**src/rtl/ps2_scan_rx_if.sv**
```systemverilog
// Key-event handshake between the PS/2 receiver and its consumer.
// PS2_ASCII_EN adds the translated evt_ascii field.
interface ps2_scan_rx_if;
  logic       evt_valid;
  logic       evt_ready;
  logic [7:0] evt_code;
  logic       evt_brk;
  logic       evt_ext;
`ifdef PS2_ASCII_EN
  logic [7:0] evt_ascii;

  modport master (output evt_valid, evt_code, evt_brk, evt_ext, evt_ascii, input evt_ready);
  modport slave  (input evt_valid, evt_code, evt_brk, evt_ext, evt_ascii, output evt_ready);
`else
  modport master (output evt_valid, evt_code, evt_brk, evt_ext, input evt_ready);
  modport slave  (input evt_valid, evt_code, evt_brk, evt_ext, output evt_ready);
`endif
endinterface

```
**src/rtl/ps2_scan_rx.sv**
```systemverilog
// PS/2 keyboard receiver: pin sync/filter, 11-bit deframer, E0/F0 folding, show-ahead event FIFO.
// Optional macro PS2_ASCII_EN adds a registered scan-code to ASCII translation (evt_ascii).
module ps2_scan_rx #(
  parameter int FILTER_LEN     = 8,
  parameter int TIMEOUT_CYCLES = 100000,
  parameter int FIFO_DEPTH     = 8
) (
  input  logic                 clk,
  input  logic                 reset_n,
  input  logic                 i_ps2_clk_async,
  input  logic                 i_ps2_data_async,
  ps2_scan_rx_if.master        evt,
  output logic                 o_frame_err,
  output logic [7:0]           o_err_cnt,
  output logic                 o_overflow,
  input  logic                 i_ovf_clr
);
  localparam int FW = $clog2(FILTER_LEN + 1);
  localparam int TW = $clog2(TIMEOUT_CYCLES + 1);
  localparam int AW = $clog2(FIFO_DEPTH);
  localparam int CW = AW + 1;
`ifdef PS2_ASCII_EN
  localparam int EW = 18;
`else
  localparam int EW = 10;
`endif

  typedef enum logic [1:0] {S_IDLE, S_DATA, S_PARITY, S_STOP} state_t;

  logic          r_clk_meta, r_clk_sync, r_dat_meta, r_dat_sync;
  logic          r_clk_filt, r_clk_filt_d;
  logic [FW-1:0] r_flt_cnt;
  logic          w_strobe;
  state_t        r_state, w_state_nxt;
  logic [2:0]    r_bit_idx;
  logic [7:0]    r_shift;
  logic          r_par;
  logic [TW-1:0] r_to_cnt;
  logic          w_timeout, w_err, w_ok;
  logic          r_ext, r_brk;
  logic          r_push;
  logic [9:0]    r_push_data;
  logic [7:0]    r_err_cnt;
  logic          r_overflow;
  logic [EW-1:0] r_mem [FIFO_DEPTH];
  logic [AW-1:0] r_wr_ptr, r_rd_ptr;
  logic [CW-1:0] r_count;
  logic [EW-1:0] w_wdata, w_head;
  logic          w_valid, w_full, w_pop, w_wr, w_drop;

  always_ff @(posedge clk or negedge reset_n) begin
    if (!reset_n) begin
      r_clk_meta <= 1'b1;
      r_clk_sync <= 1'b1;
      r_dat_meta <= 1'b1;
      r_dat_sync <= 1'b1;
    end else begin
      r_clk_meta <= i_ps2_clk_async;
      r_clk_sync <= r_clk_meta;
      r_dat_meta <= i_ps2_data_async;
      r_dat_sync <= r_dat_meta;
    end
  end

  // Filtered clock only follows the pin after FILTER_LEN consecutive disagreeing cycles.
  always_ff @(posedge clk or negedge reset_n) begin
    if (!reset_n) begin
      r_clk_filt   <= 1'b1;
      r_clk_filt_d <= 1'b1;
      r_flt_cnt    <= '0;
    end else begin
      r_clk_filt_d <= r_clk_filt;
      if (r_clk_sync != r_clk_filt) begin
        if (r_flt_cnt == FW'(FILTER_LEN - 1)) begin
          r_clk_filt <= r_clk_sync;
          r_flt_cnt  <= '0;
        end else begin
          r_flt_cnt <= r_flt_cnt + FW'(1);
        end
      end else begin
        r_flt_cnt <= '0;
      end
    end
  end

  assign w_strobe  = r_clk_filt_d & ~r_clk_filt;
  assign w_timeout = (r_state != S_IDLE) && (r_to_cnt == TW'(TIMEOUT_CYCLES));

  always_ff @(posedge clk or negedge reset_n) begin
    if (!reset_n) r_state <= S_IDLE;
    else          r_state <= w_state_nxt;
  end

  always_comb begin
    w_state_nxt = r_state;
    w_err       = 1'b0;
    w_ok        = 1'b0;
    if (w_timeout) begin
      w_state_nxt = S_IDLE;
      w_err       = 1'b1;
    end else if (w_strobe) begin
      case (r_state)
        S_IDLE:   if (!r_dat_sync) w_state_nxt = S_DATA;
        S_DATA:   if (r_bit_idx == 3'd7) w_state_nxt = S_PARITY;
        S_PARITY: w_state_nxt = S_STOP;
        S_STOP: begin
          w_state_nxt = S_IDLE;
          if (r_dat_sync && (^{r_shift, r_par})) w_ok  = 1'b1;
          else                                   w_err = 1'b1;
        end
        default:  w_state_nxt = S_IDLE;
      endcase
    end
  end

  always_ff @(posedge clk or negedge reset_n) begin
    if (!reset_n) begin
      r_bit_idx <= '0;
      r_shift   <= '0;
      r_par     <= 1'b0;
      r_to_cnt  <= '0;
    end else begin
      if (r_state == S_IDLE || w_strobe || w_timeout) r_to_cnt <= '0;
      else                                            r_to_cnt <= r_to_cnt + TW'(1);
      if (w_strobe) begin
        case (r_state)
          S_IDLE:   r_bit_idx <= '0;
          S_DATA: begin
            r_shift   <= {r_dat_sync, r_shift[7:1]};
            r_bit_idx <= r_bit_idx + 3'd1;
          end
          S_PARITY: r_par <= r_dat_sync;
          default:  ;
        endcase
      end
    end
  end

`ifdef PS2_ASCII_EN
  logic [7:0] r_push_ascii;

  function automatic logic [7:0] f_ascii(input logic [7:0] c, input logic brk);
    logic [7:0] a;
    case (c)
      8'h16, 8'h69: a = "1";  8'h1E, 8'h72: a = "2";  8'h26, 8'h7A: a = "3";
      8'h25, 8'h6B: a = "4";  8'h2E, 8'h73: a = "5";  8'h36, 8'h74: a = "6";
      8'h3D, 8'h6C: a = "7";  8'h3E, 8'h75: a = "8";  8'h46, 8'h7D: a = "9";
      8'h45, 8'h70: a = "0";
      8'h1C: a = "A";  8'h32: a = "B";  8'h21: a = "C";  8'h23: a = "D";
      8'h24: a = "E";  8'h2B: a = "F";  8'h34: a = "G";  8'h33: a = "H";
      8'h43: a = "I";  8'h3B: a = "J";  8'h42: a = "K";  8'h4B: a = "L";
      8'h3A: a = "M";  8'h31: a = "N";  8'h44: a = "O";  8'h4D: a = "P";
      8'h15: a = "Q";  8'h2D: a = "R";  8'h1B: a = "S";  8'h2C: a = "T";
      8'h3C: a = "U";  8'h2A: a = "V";  8'h1D: a = "W";  8'h22: a = "X";
      8'h35: a = "Y";  8'h1A: a = "Z";
      default: a = 8'h3F;
    endcase
    return brk ? 8'h3F : a;
  endfunction

  always_ff @(posedge clk or negedge reset_n) begin
    if (!reset_n)                                        r_push_ascii <= '0;
    else if (w_ok && r_shift != 8'hE0 && r_shift != 8'hF0) r_push_ascii <= f_ascii(r_shift, r_brk);
  end

  assign w_wdata       = {r_push_ascii, r_push_data};
  assign evt.evt_ascii = w_valid ? w_head[17:10] : 8'h00;
`else
  assign w_wdata = r_push_data;
`endif

  // Prefix bytes only arm flags; the next ordinary byte carries and clears them.
  always_ff @(posedge clk or negedge reset_n) begin
    if (!reset_n) begin
      r_ext       <= 1'b0;
      r_brk       <= 1'b0;
      r_push      <= 1'b0;
      r_push_data <= '0;
      r_err_cnt   <= '0;
    end else begin
      r_push <= 1'b0;
      if (w_err) begin
        r_ext <= 1'b0;
        r_brk <= 1'b0;
        if (r_err_cnt != 8'hFF) r_err_cnt <= r_err_cnt + 8'd1;
      end else if (w_ok) begin
        if (r_shift == 8'hE0)      r_ext <= 1'b1;
        else if (r_shift == 8'hF0) r_brk <= 1'b1;
        else begin
          r_push      <= 1'b1;
          r_push_data <= {r_ext, r_brk, r_shift};
          r_ext       <= 1'b0;
          r_brk       <= 1'b0;
        end
      end
    end
  end

  assign w_valid = (r_count != '0);
  assign w_full  = (r_count == CW'(FIFO_DEPTH));
  assign w_pop   = w_valid & evt.evt_ready;
  assign w_wr    = r_push & (~w_full | w_pop);
  assign w_drop  = r_push & w_full & ~w_pop;
  assign w_head  = r_mem[r_rd_ptr];

  always_ff @(posedge clk) begin
    if (w_wr) r_mem[r_wr_ptr] <= w_wdata;
  end

  always_ff @(posedge clk or negedge reset_n) begin
    if (!reset_n) begin
      r_wr_ptr   <= '0;
      r_rd_ptr   <= '0;
      r_count    <= '0;
      r_overflow <= 1'b0;
    end else begin
      if (w_wr)  r_wr_ptr <= r_wr_ptr + AW'(1);
      if (w_pop) r_rd_ptr <= r_rd_ptr + AW'(1);
      case ({w_wr, w_pop})
        2'b10:   r_count <= r_count + CW'(1);
        2'b01:   r_count <= r_count - CW'(1);
        default: ;
      endcase
      if (w_drop)         r_overflow <= 1'b1;
      else if (i_ovf_clr) r_overflow <= 1'b0;
    end
  end

  assign evt.evt_valid = w_valid;
  assign evt.evt_code  = w_valid ? w_head[7:0] : 8'h00;
  assign evt.evt_brk   = w_valid & w_head[8];
  assign evt.evt_ext   = w_valid & w_head[9];
  assign o_frame_err   = w_err;
  assign o_err_cnt     = r_err_cnt;
  assign o_overflow    = r_overflow;
endmodule

```
**src/flat_wrapper.sv**
```systemverilog
// flat-port wrapper written by rule: the top's interface ports become plain ports
module ps2_scan_rx_flat 
#(
  parameter int FILTER_LEN     = 8,
  parameter int TIMEOUT_CYCLES = 100000,
  parameter int FIFO_DEPTH     = 8
)
  (clk, reset_n, i_ps2_clk_async, i_ps2_data_async, o_frame_err, o_err_cnt, o_overflow, i_ovf_clr, evt_evt_valid, evt_evt_code, evt_evt_brk, evt_evt_ext, evt_evt_ready);
  ps2_scan_rx_if evt_i ();
  input  logic clk;
  input  logic reset_n;
  input  logic i_ps2_clk_async;
  input  logic i_ps2_data_async;
  output logic o_frame_err;
  output logic [7:0] o_err_cnt;
  output logic o_overflow;
  input  logic i_ovf_clr;
  output wire logic [$bits(evt_i.evt_valid)-1:0] evt_evt_valid;
  output wire logic [$bits(evt_i.evt_code)-1:0] evt_evt_code;
  output wire logic [$bits(evt_i.evt_brk)-1:0] evt_evt_brk;
  output wire logic [$bits(evt_i.evt_ext)-1:0] evt_evt_ext;
  input wire logic [$bits(evt_i.evt_ready)-1:0] evt_evt_ready;
  assign evt_evt_valid = evt_i.evt_valid;
  assign evt_evt_code = evt_i.evt_code;
  assign evt_evt_brk = evt_i.evt_brk;
  assign evt_evt_ext = evt_i.evt_ext;
  assign evt_i.evt_ready = evt_evt_ready;
  ps2_scan_rx #(.FILTER_LEN(FILTER_LEN), .TIMEOUT_CYCLES(TIMEOUT_CYCLES), .FIFO_DEPTH(FIFO_DEPTH)) u_core (.clk(clk), .reset_n(reset_n), .i_ps2_clk_async(i_ps2_clk_async), .i_ps2_data_async(i_ps2_data_async), .evt(evt_i), .o_frame_err(o_frame_err), .o_err_cnt(o_err_cnt), .o_overflow(o_overflow), .i_ovf_clr(i_ovf_clr));
endmodule
```
**config.mk**
```make
export PLATFORM = sky130hd
export DESIGN_NAME = ps2_scan_rx_flat
export DESIGN_NICKNAME = d
export VERILOG_FILES = /design/src/rtl/ps2_scan_rx_if.sv /design/src/rtl/ps2_scan_rx.sv /design/src/flat_wrapper.sv
export SDC_FILE = /design/constraint.sdc
export NUM_CORES = 1
export LEC_CHECK = 0
export CAP_MARGIN = 20
export CORE_AREA = 2 2 113 115
export DETAILED_ROUTE_END_ITERATION = 12
export DIE_AREA = 0 0 115 117
export GPL_ROUTABILITY_DRIVEN = 0
export GPL_TIMING_DRIVEN = 0
export PLACE_DENSITY_LB_ADDON = 0.08
export SLEW_MARGIN = 10
export SYNTH_ARGS = -nofsm -noshare
export SYNTH_HDL_FRONTEND = slang
export SYNTH_SLANG_ARGS = --single-unit
```
**constraint.sdc**
```tcl
create_clock -name clk -period 2.4 [get_ports clk]
set_input_delay 0.24 -clock clk [delete_from_list [all_inputs] [get_ports clk]]
set_output_delay 0.24 -clock clk [all_outputs]
set_load 0.01 [all_outputs]
```
==> impl_metrics.csv, run 1 <==
group,metric,value,unit
cts,cts_buffers,17,
floorplan,io_pins,27,
place,pre_cts_ws,-0.416,ns
global_routing,antenna_found_initial,0,
cts,clk_latency,0.42,ns
global_routing,globalRouteTotalUtil,18.0,%
pwr,swShare,27.2,%
global_routing,grt.overflow.total,0,
hold_path,worst_hold_path_type,"input pin to flip-flop",
pwr,total_power,6.97,mW
critical_path,path_class,"flip-flop to output pin",
synthesis,synth_area_leaders,"edfxtp_1, dfrtp_1, mux4_2, mux2_2, nor2_1",
synthesis,yosys_warnings,0,
place,place_area,6910,sq um
critical_path,startpoint,"u_core.r_shift[6]",
route,routed_wl,10900,microns
sta,worstMarginPinSlew,0.638,ns
route,drtAntennaViolNets,0,
synthesis,yosysUniqueCellTypes,41,
critical_path,cp_max_fo,4,
cts,clockBufferDepth,2,
sta,rsz0062_at_grt,"yes",
hold_path,min_from,"i_ps2_clk_async",
run_status,status,"complete, no violations",
critical_path,critPathCaptureType,"output pin",
critical_path,arrival,2.08,ns
pwr,p_int,5.07,mW
cts,cts_root_buffer,"clkbuf_16",
pwr,power_frac_clock,35.5,%
cells_and_area,nets,509,
critical_path,path_cells,"xnor2_2, xnor3_1, xnor2_2, and2_4, o21ai_2, buf_2",
cts,path_clk_slew,0.06,ns
cts,tritoncts,"built",
sta,finalCriticalPeriod,2.32,ns
floorplan,die_x,115,microns
global_routing,grt_first_pass_wirelength,17900,microns
sta,setup_violations,0,
sta,drv_slew,0,
synthesis,yosysTopAreaCell,"edfxtp_1",
synthesis,syn_area_per_cell,15.1,sq um
synthesis,synth_top_area_share,37.5,%
floorplan,rows,41,
cells_and_area,final_cells,651,
route,drc,0,
critical_path,rr_startpoint,"u_core.r_shift[6]",
route,drt_iter0_drc,211,
place,dpl.hpwl,7130,microns
sta,fin_crit_sh,96.8,%
global_routing,grt_max_degree,48,
cells_and_area,stdcell_area,7680,sq um
pwr,leakage,3.25,nW
critical_path,worstRegToRegCells,8,
place,portBuffers,26,
route,via_per_inst,5.49,
critical_path,critical_path.slowest_cell,"xnor3_1",
place,dp_cells,605,
cts,cts_num_sinks,153,
floorplan,core,12300,sq um
critical_path,path_depth,6,
route,drt-pass1-iter-count,4,
run,drv_cap,0,
critical_path,required,2.16,ns
cells_and_area,fin_util,62.4,%
floorplan,dieArea,13500,sq um
sta,slew_headroom,57.4,%
synthesis,synth_area,6410,sq um
critical_path,cp_top_family,"XOR/XNOR gates",
pwr,p_switching,1.89,mW
route,via_count,3573,
critical_path,cp_num_buf_inv,1,
cts,cts_max_level,4,
cells_and_area,diodes,0,
synthesis,synthCells,426,
critical_path,critPathLaunchType,"flip-flop",
pwr,comb_power_share,20.4,%
synthesis,synth_seq_cells,153,
pwr,seq_power_share,44.1,%
route,wl_per_cell,16.8,microns
sta,setup_ws,0.0767,ns
synthesis,ys_seq_area_share,66.1,%
sta,clock-skew-final,0.00459,ns
sta,clock.fmax,0.430,GHz
critical_path,cp_common_cell,"xnor2_2",
critical_path,rr_endpoint,"u_core.r_push_data[7]",
global_routing,first_global_vias,3503,
floorplan,die_y,117,microns
synthesis,synth_nets,446,
critical_path,reg2reg_slack,0.08,ns
floorplan,initial_core_util,52.1,%
sta,hold_viol_final,0,
cells_and_area,layout-drive-gt1-share,26.1,%
cells_and_area,synthToLayoutAreaGrowth,19.8,%
pwr,power_density,907,nW/um^2
critical_path,crit_end,"o_frame_err",
pwr,max-vdd-ir-drop,716,uV
critical_path,slowest_delay,0.46,ns
per-layer routing:
metal	part of all wire [%]	vias to the layer above	global-route usage [%]
met2	49	68	28.2
met5	0	-	0
li1	-	1708	-
met1	45	1779	24.3
met4	2.0	0	8.03
met3	3.9	18	4.48
Yosys cell counts (all sizes together):
library cell,number
nor4,5
a21oi,4
mux2i,10
nand2,20
xnor2,19
nor3,11
a22o,1
nand4b,1
a32oi,1
nand4bb,1
nor4b,2
nor3b,1
ha,14
mux4,20
clkbuf,6
xor2,17
a31oi,1
nor2b,2
inv,11
nor2,50
buf,5
nand4,6
dfstp,6
xnor3,1
nand3,13
mux2,25
a32o,4
and3,5
o211ai,1
and2,2
a21o,1
nand2b,5
dfrtp,67
nand3b,1
o21ai,5
and4,1
edfxtp,80
o22ai,1
state kept, by name, summed over array words and instances (netlist names), 2 cells and up:
| name | cells |
|---|---|
| u_core.r_mem | 80 |
| u_core.r_to_cnt | 17 |
| u_core.r_push_data | 10 |
| u_core.o_err_cnt | 8 |
| u_core.r_shift | 8 |
| u_core.r_count | 4 |
| u_core.r_flt_cnt | 4 |
| u_core.r_bit_idx | 3 |
| u_core.r_rd_ptr | 3 |
| u_core.r_wr_ptr | 3 |
| u_core.r_state | 2 |
placed cells by master, fill, tap and decap left out, types with 2 or more instances in the layout:
cell type,instances
clkbuf_1,2
dlygate4sd2_1,5
nor4b_2,2
clkbuf_2,4
mux4_2,20
edfxtp_1,80
inv_6,3
nor2_1,43
nor3_2,2
buf_6,2
ha_1,13
nand2b_1,5
mux2i_1,10
inv_1,11
clkinv_2,3
nand2_1,20
nand4_1,6
buf_2,2
buf_12,2
xnor2_1,16
nor2b_1,2
and3_1,5
nor3_1,9
dfstp_2,6
dfrtp_1,63
o21ai_0,4
clkdlybuf4s15_1,4
xor2_1,17
xnor2_2,3
nor2_2,7
nand3_1,13
a21oi_1,4
clkdlybuf4s50_1,14
buf_4,17
clkbuf_16,17
dfrtp_2,4
clkinv_4,5
a32o_1,4
nor4_1,4
mux2_2,24
worst register-to-register path, cell delays in order, from the launching register on:
cell and delay [ns]:
dfrtp_2 0.44, xnor2_2 0.18, xnor3_1 0.46, xnor2_2 0.17, and3_1 0.19, buf_6 0.13, nand2_1 0.12, buf_6 0.17
mux2_2 0.34
cells by family after synthesis:
group | share of synthesized area, %
flops | 66.1
mux | 13.0
xor+xnor | 5.27
simple gates | 9.37
fa+ha+maj | 2.73
compound gates | 2.03
buf+inv | 1.56
worst min path at each step:
stage               cells past startpoint                  end  slack, ns
floorplan                               0  u_core.o_err_cnt[0]      -0.06
global placement                        0    u_core.r_dat_sync       0.35
detailed placement                      1  u_core.r_to_cnt[12]       0.19
CTS                                     1    u_core.r_clk_meta       0.21
global route                            1    u_core.r_clk_meta       0.20
finish                                  1    u_core.r_clk_meta       0.22
cell type report:
class	instances	area (sq um)
inverter	11	41.3
buffer	11	97.6
clock inverter	14	126
timing repair buffer	44	399
fill	940	4630
multi-input combinational	251	2160
clock buffer	17	425
tap	150	188
sequential	153	4240
what timing repair did:
item	CTS	global route
endpoints found under the setup margin	72	56
setup buffers	5	9
pin swaps	1	2
resized for setup	38	18
hold endpoints to repair	22	0
cloned	0	0
hold buffers	1	0
power groups by stage:
stage	registers, mW	logic [mW]	clock network (mW)
6_report	3.07	1.42	2.47
4_1_cts	3.08	1.33	2.52
5_1_grt	3.10	1.59	2.66
3_3_place_gp	3.11	1.19	0
2_1_floorplan	3.08	0.886	0
3_5_place_dp	3.12	1.21	0
metrics by stage:
| step | setup TNS [ns] | hold WS [ns] |
|---|---|---|
| 2_1_floorplan | 0 | -0.0556 |
| 4_1_cts | -0.0227 | 0.206 |
| 6_report | 0 | 0.222 |
| 5_1_grt | -0.703 | 0.203 |
| 3_5_place_dp | -23.22 | 0.193 |
| 3_3_place_gp | -139.28 | 0.346 |
Power figures use the tool's default switching activity.
==> run 2, diff against run 1 <==
--- a/config.mk
+++ b/config.mk
@@ -12,6 +12,7 @@
 export GPL_ROUTABILITY_DRIVEN = 0
 export GPL_TIMING_DRIVEN = 0
 export PLACE_DENSITY_LB_ADDON = 0.08
+export SKIP_CTS_REPAIR_TIMING = 1
 export SLEW_MARGIN = 10
 export SYNTH_ARGS = -nofsm -noshare
 export SYNTH_HDL_FRONTEND = slang
==> constraint.sdc (replaced) <==
create_clock -name clk -period 1.9 [get_ports clk]
set_input_delay 0.19 -clock clk [delete_from_list [all_inputs] [get_ports clk]]
set_output_delay 0.19 -clock clk [all_outputs]
set_load 0.01 [all_outputs]
==> run 2 against run 1 <==
The run now ends with negative setup slack left. Global-route usage is 0.067 points lower. Sequential cell count stayed put. Count of clock-buffer cells in the layout is 1 higher. Non-clock buffer count is 15 higher. Sequential power is 28% higher. Worst hold slack worse by 0.052 ns. Critical endpoint unchanged. Largest cell class unchanged.
==> impl_metrics.csv, run 2 (synthesis gave the netlist of run 1 again) <==
group,metric,value,unit
floorplan,initial_core_util,52.1,%
route,routed_wl,11800,microns
cells_and_area,layout-drive-gt1-share,34.8,%
critical_path,cp_top_family,"XOR/XNOR gates",
floorplan,die_x,115,microns
sta,hold_viol_final,0,
global_routing,first_global_vias,3436,
critical_path,arrival,2.03,ns
cells_and_area,nFillCells,888,
floorplan,io_pins,27,
critical_path,path_class,"flip-flop to output pin",
cts,clockBufferDepth,2,
sta,clock.fmax,0.450,GHz
global_routing,grt_max_degree,60,
hold_path,worst_hold_path_type,"input pin to asynchronous set/reset pin",
run_status,status,"complete, but fails checks",
critical_path,required,1.71,ns
route,via_count,3657,
critical_path,critPathCaptureType,"output pin",
critical_path,critical_path.slowest_cell,"dfrtp_2",
cells_and_area,nets,524,
pwr,total_power,9.06,mW
critical_path,cp_max_fo,4,
critical_path,critPathLaunchType,"flip-flop",
global_routing,grt_first_pass_wirelength,17700,microns
cts,tritoncts,"built",
cts,cts_num_sinks,153,
sta,drv_slew,0,
pwr,leakage,3.37,nW
cells_and_area,fin_util,66.0,%
sta,rsz0062_at_grt,"yes",
critical_path,rr_startpoint,"u_core.r_shift[1]",
cts,clk_latency,0.42,ns
critical_path,path_cells,"xnor2_2, xnor3_1, xnor2_2, and2_4, o21ai_2, buf_2",
place,dpl.hpwl,7330,microns
sta,setup_ws,-0.324,ns
sta,holdWs,0.171,ns
global_routing,globalRouteTotalUtil,18.0,%
sta,setup_violations,29,
floorplan,die_y,117,microns
critical_path,reg2reg_slack,-0.23,ns
cts,cts_max_level,4,
route,drt_iter0_drc,145,
pwr,power_density,1120,nW/um^2
cells_and_area,synthToLayoutAreaGrowth,26.6,%
cells_and_area,diodes,0,
floorplan,dieArea,13500,sq um
run,drv_cap,0,
global_routing,grt.overflow.total,0,
critical_path,rr_endpoint,"u_core.r_push_data[6]",
route,drc,0,
critical_path,cp_common_cell,"xnor2_2",
sta,fin_crit_sh,117,%
floorplan,core,12300,sq um
route,drtAntennaViolNets,0,
cells_and_area,final_cell_mix,"edfxtp_1, dfrtp_1, nor2_1",
sta,worstMarginPinSlew,0.522,ns
cts,cts_root_buffer,"clkbuf_16",
floorplan,rows,41,
cells_and_area,largest_register,"u_core.r_mem",
cts,path_clk_slew,0.06,ns
critical_path,slowest_delay,0.44,ns
cells_and_area,layout_commonest_cell,"edfxtp_1",
route,drt-pass1-iter-count,4,
place,portBuffers,26,
critical_path,cp_num_buf_inv,1,
cells_and_area,largest_reg_flops,80,
cells_and_area,reg.largest.list,"u_core.r_mem x80, u_core.r_to_cnt x17, u_core.r_push_data x10",
sta,clock-skew-final,0.00498,ns
route,via_per_inst,5.48,
critical_path,worstRegToRegCells,7,
route,wl_per_cell,17.7,microns
run_status,violations,"negative setup slack",
pwr,max-vdd-ir-drop,853,uV
global_routing,antenna_found_initial,0,
cts,cts_buffers,17,
sta,finalCriticalPeriod,2.22,ns
critical_path,path_depth,6,
sta,slew_headroom,64.9,%
[run 2: changes by cell type in the layout (fill, tap and decap cells not counted), sizes merged, moves of 3 or more]
cell	delta
clkinvlp	+3
clkdlybuf4s15	-4
buf	+13
clkbuf	+12
dlygate4sd2	-5
[run 2: through the flow]
stage	setup slack, ns	setup TNS [ns]	cell area, sq um	cells
6_report	-0.324	-5.56	8120	667
5_1_grt	-0.416	-8.37	8120	667
4_1_cts	-0.876	-58.25	7480	636
3_5_place_dp	-0.840	-71.93	6920	604
3_3_place_gp	-1.90	-206.79	6890	602
2_1_floorplan	-0.126	-2.56	6440	426
[run 2: layer usage]
metal  vias to the layer above  track usage, %  routed length [microns]
met1                      1849            23.3                     4990
met4                         0            7.23                      136
met5                         -               0                        0
met2                        63            29.1                     6180
met3                        13            5.10                      480
li1                       1732               -                        -
[run 2: final cells by class]
class | instances | area, sq um | area share (%)
Clock inverter | 14 | 131 | 1.62
Clock buffer | 18 | 429 | 5.29
Buffer | 9 | 85.1 | 1.05
Sequential cell | 153 | 4250 | 52.3
Tap cell | 150 | 188 | 2.31
Inverter | 11 | 41.3 | 0.508
Timing Repair Buffer | 61 | 636 | 7.83
Multi-Input combinational cell | 251 | 2360 | 29.1
[run 2: worst max-delay path by stage]
| stage | slack (ns) | endpoint | startpoint |
|---|---|---|---|
| after global placement | -1.90 | u_core.r_rd_ptr[2] | reset_n |
| after CTS | -0.88 | o_frame_err | u_core.r_clk_filt_d |
| after global routing | -0.42 | o_frame_err | u_core.r_shift[1] |
| after detailed placement | -0.84 | u_core.r_mem[2][3] | evt_evt_ready |
| final | -0.32 | o_frame_err | u_core.r_shift[1] |
| after floorplan | -0.13 | u_core.r_push_data[0] | u_core.r_shift[6] |
[run 2: where the power goes]
group / internal, mW / switching [mW]
sequential: 3.68 / 0.245
combinational: 1.01 / 0.944
clock: 1.91 / 1.27
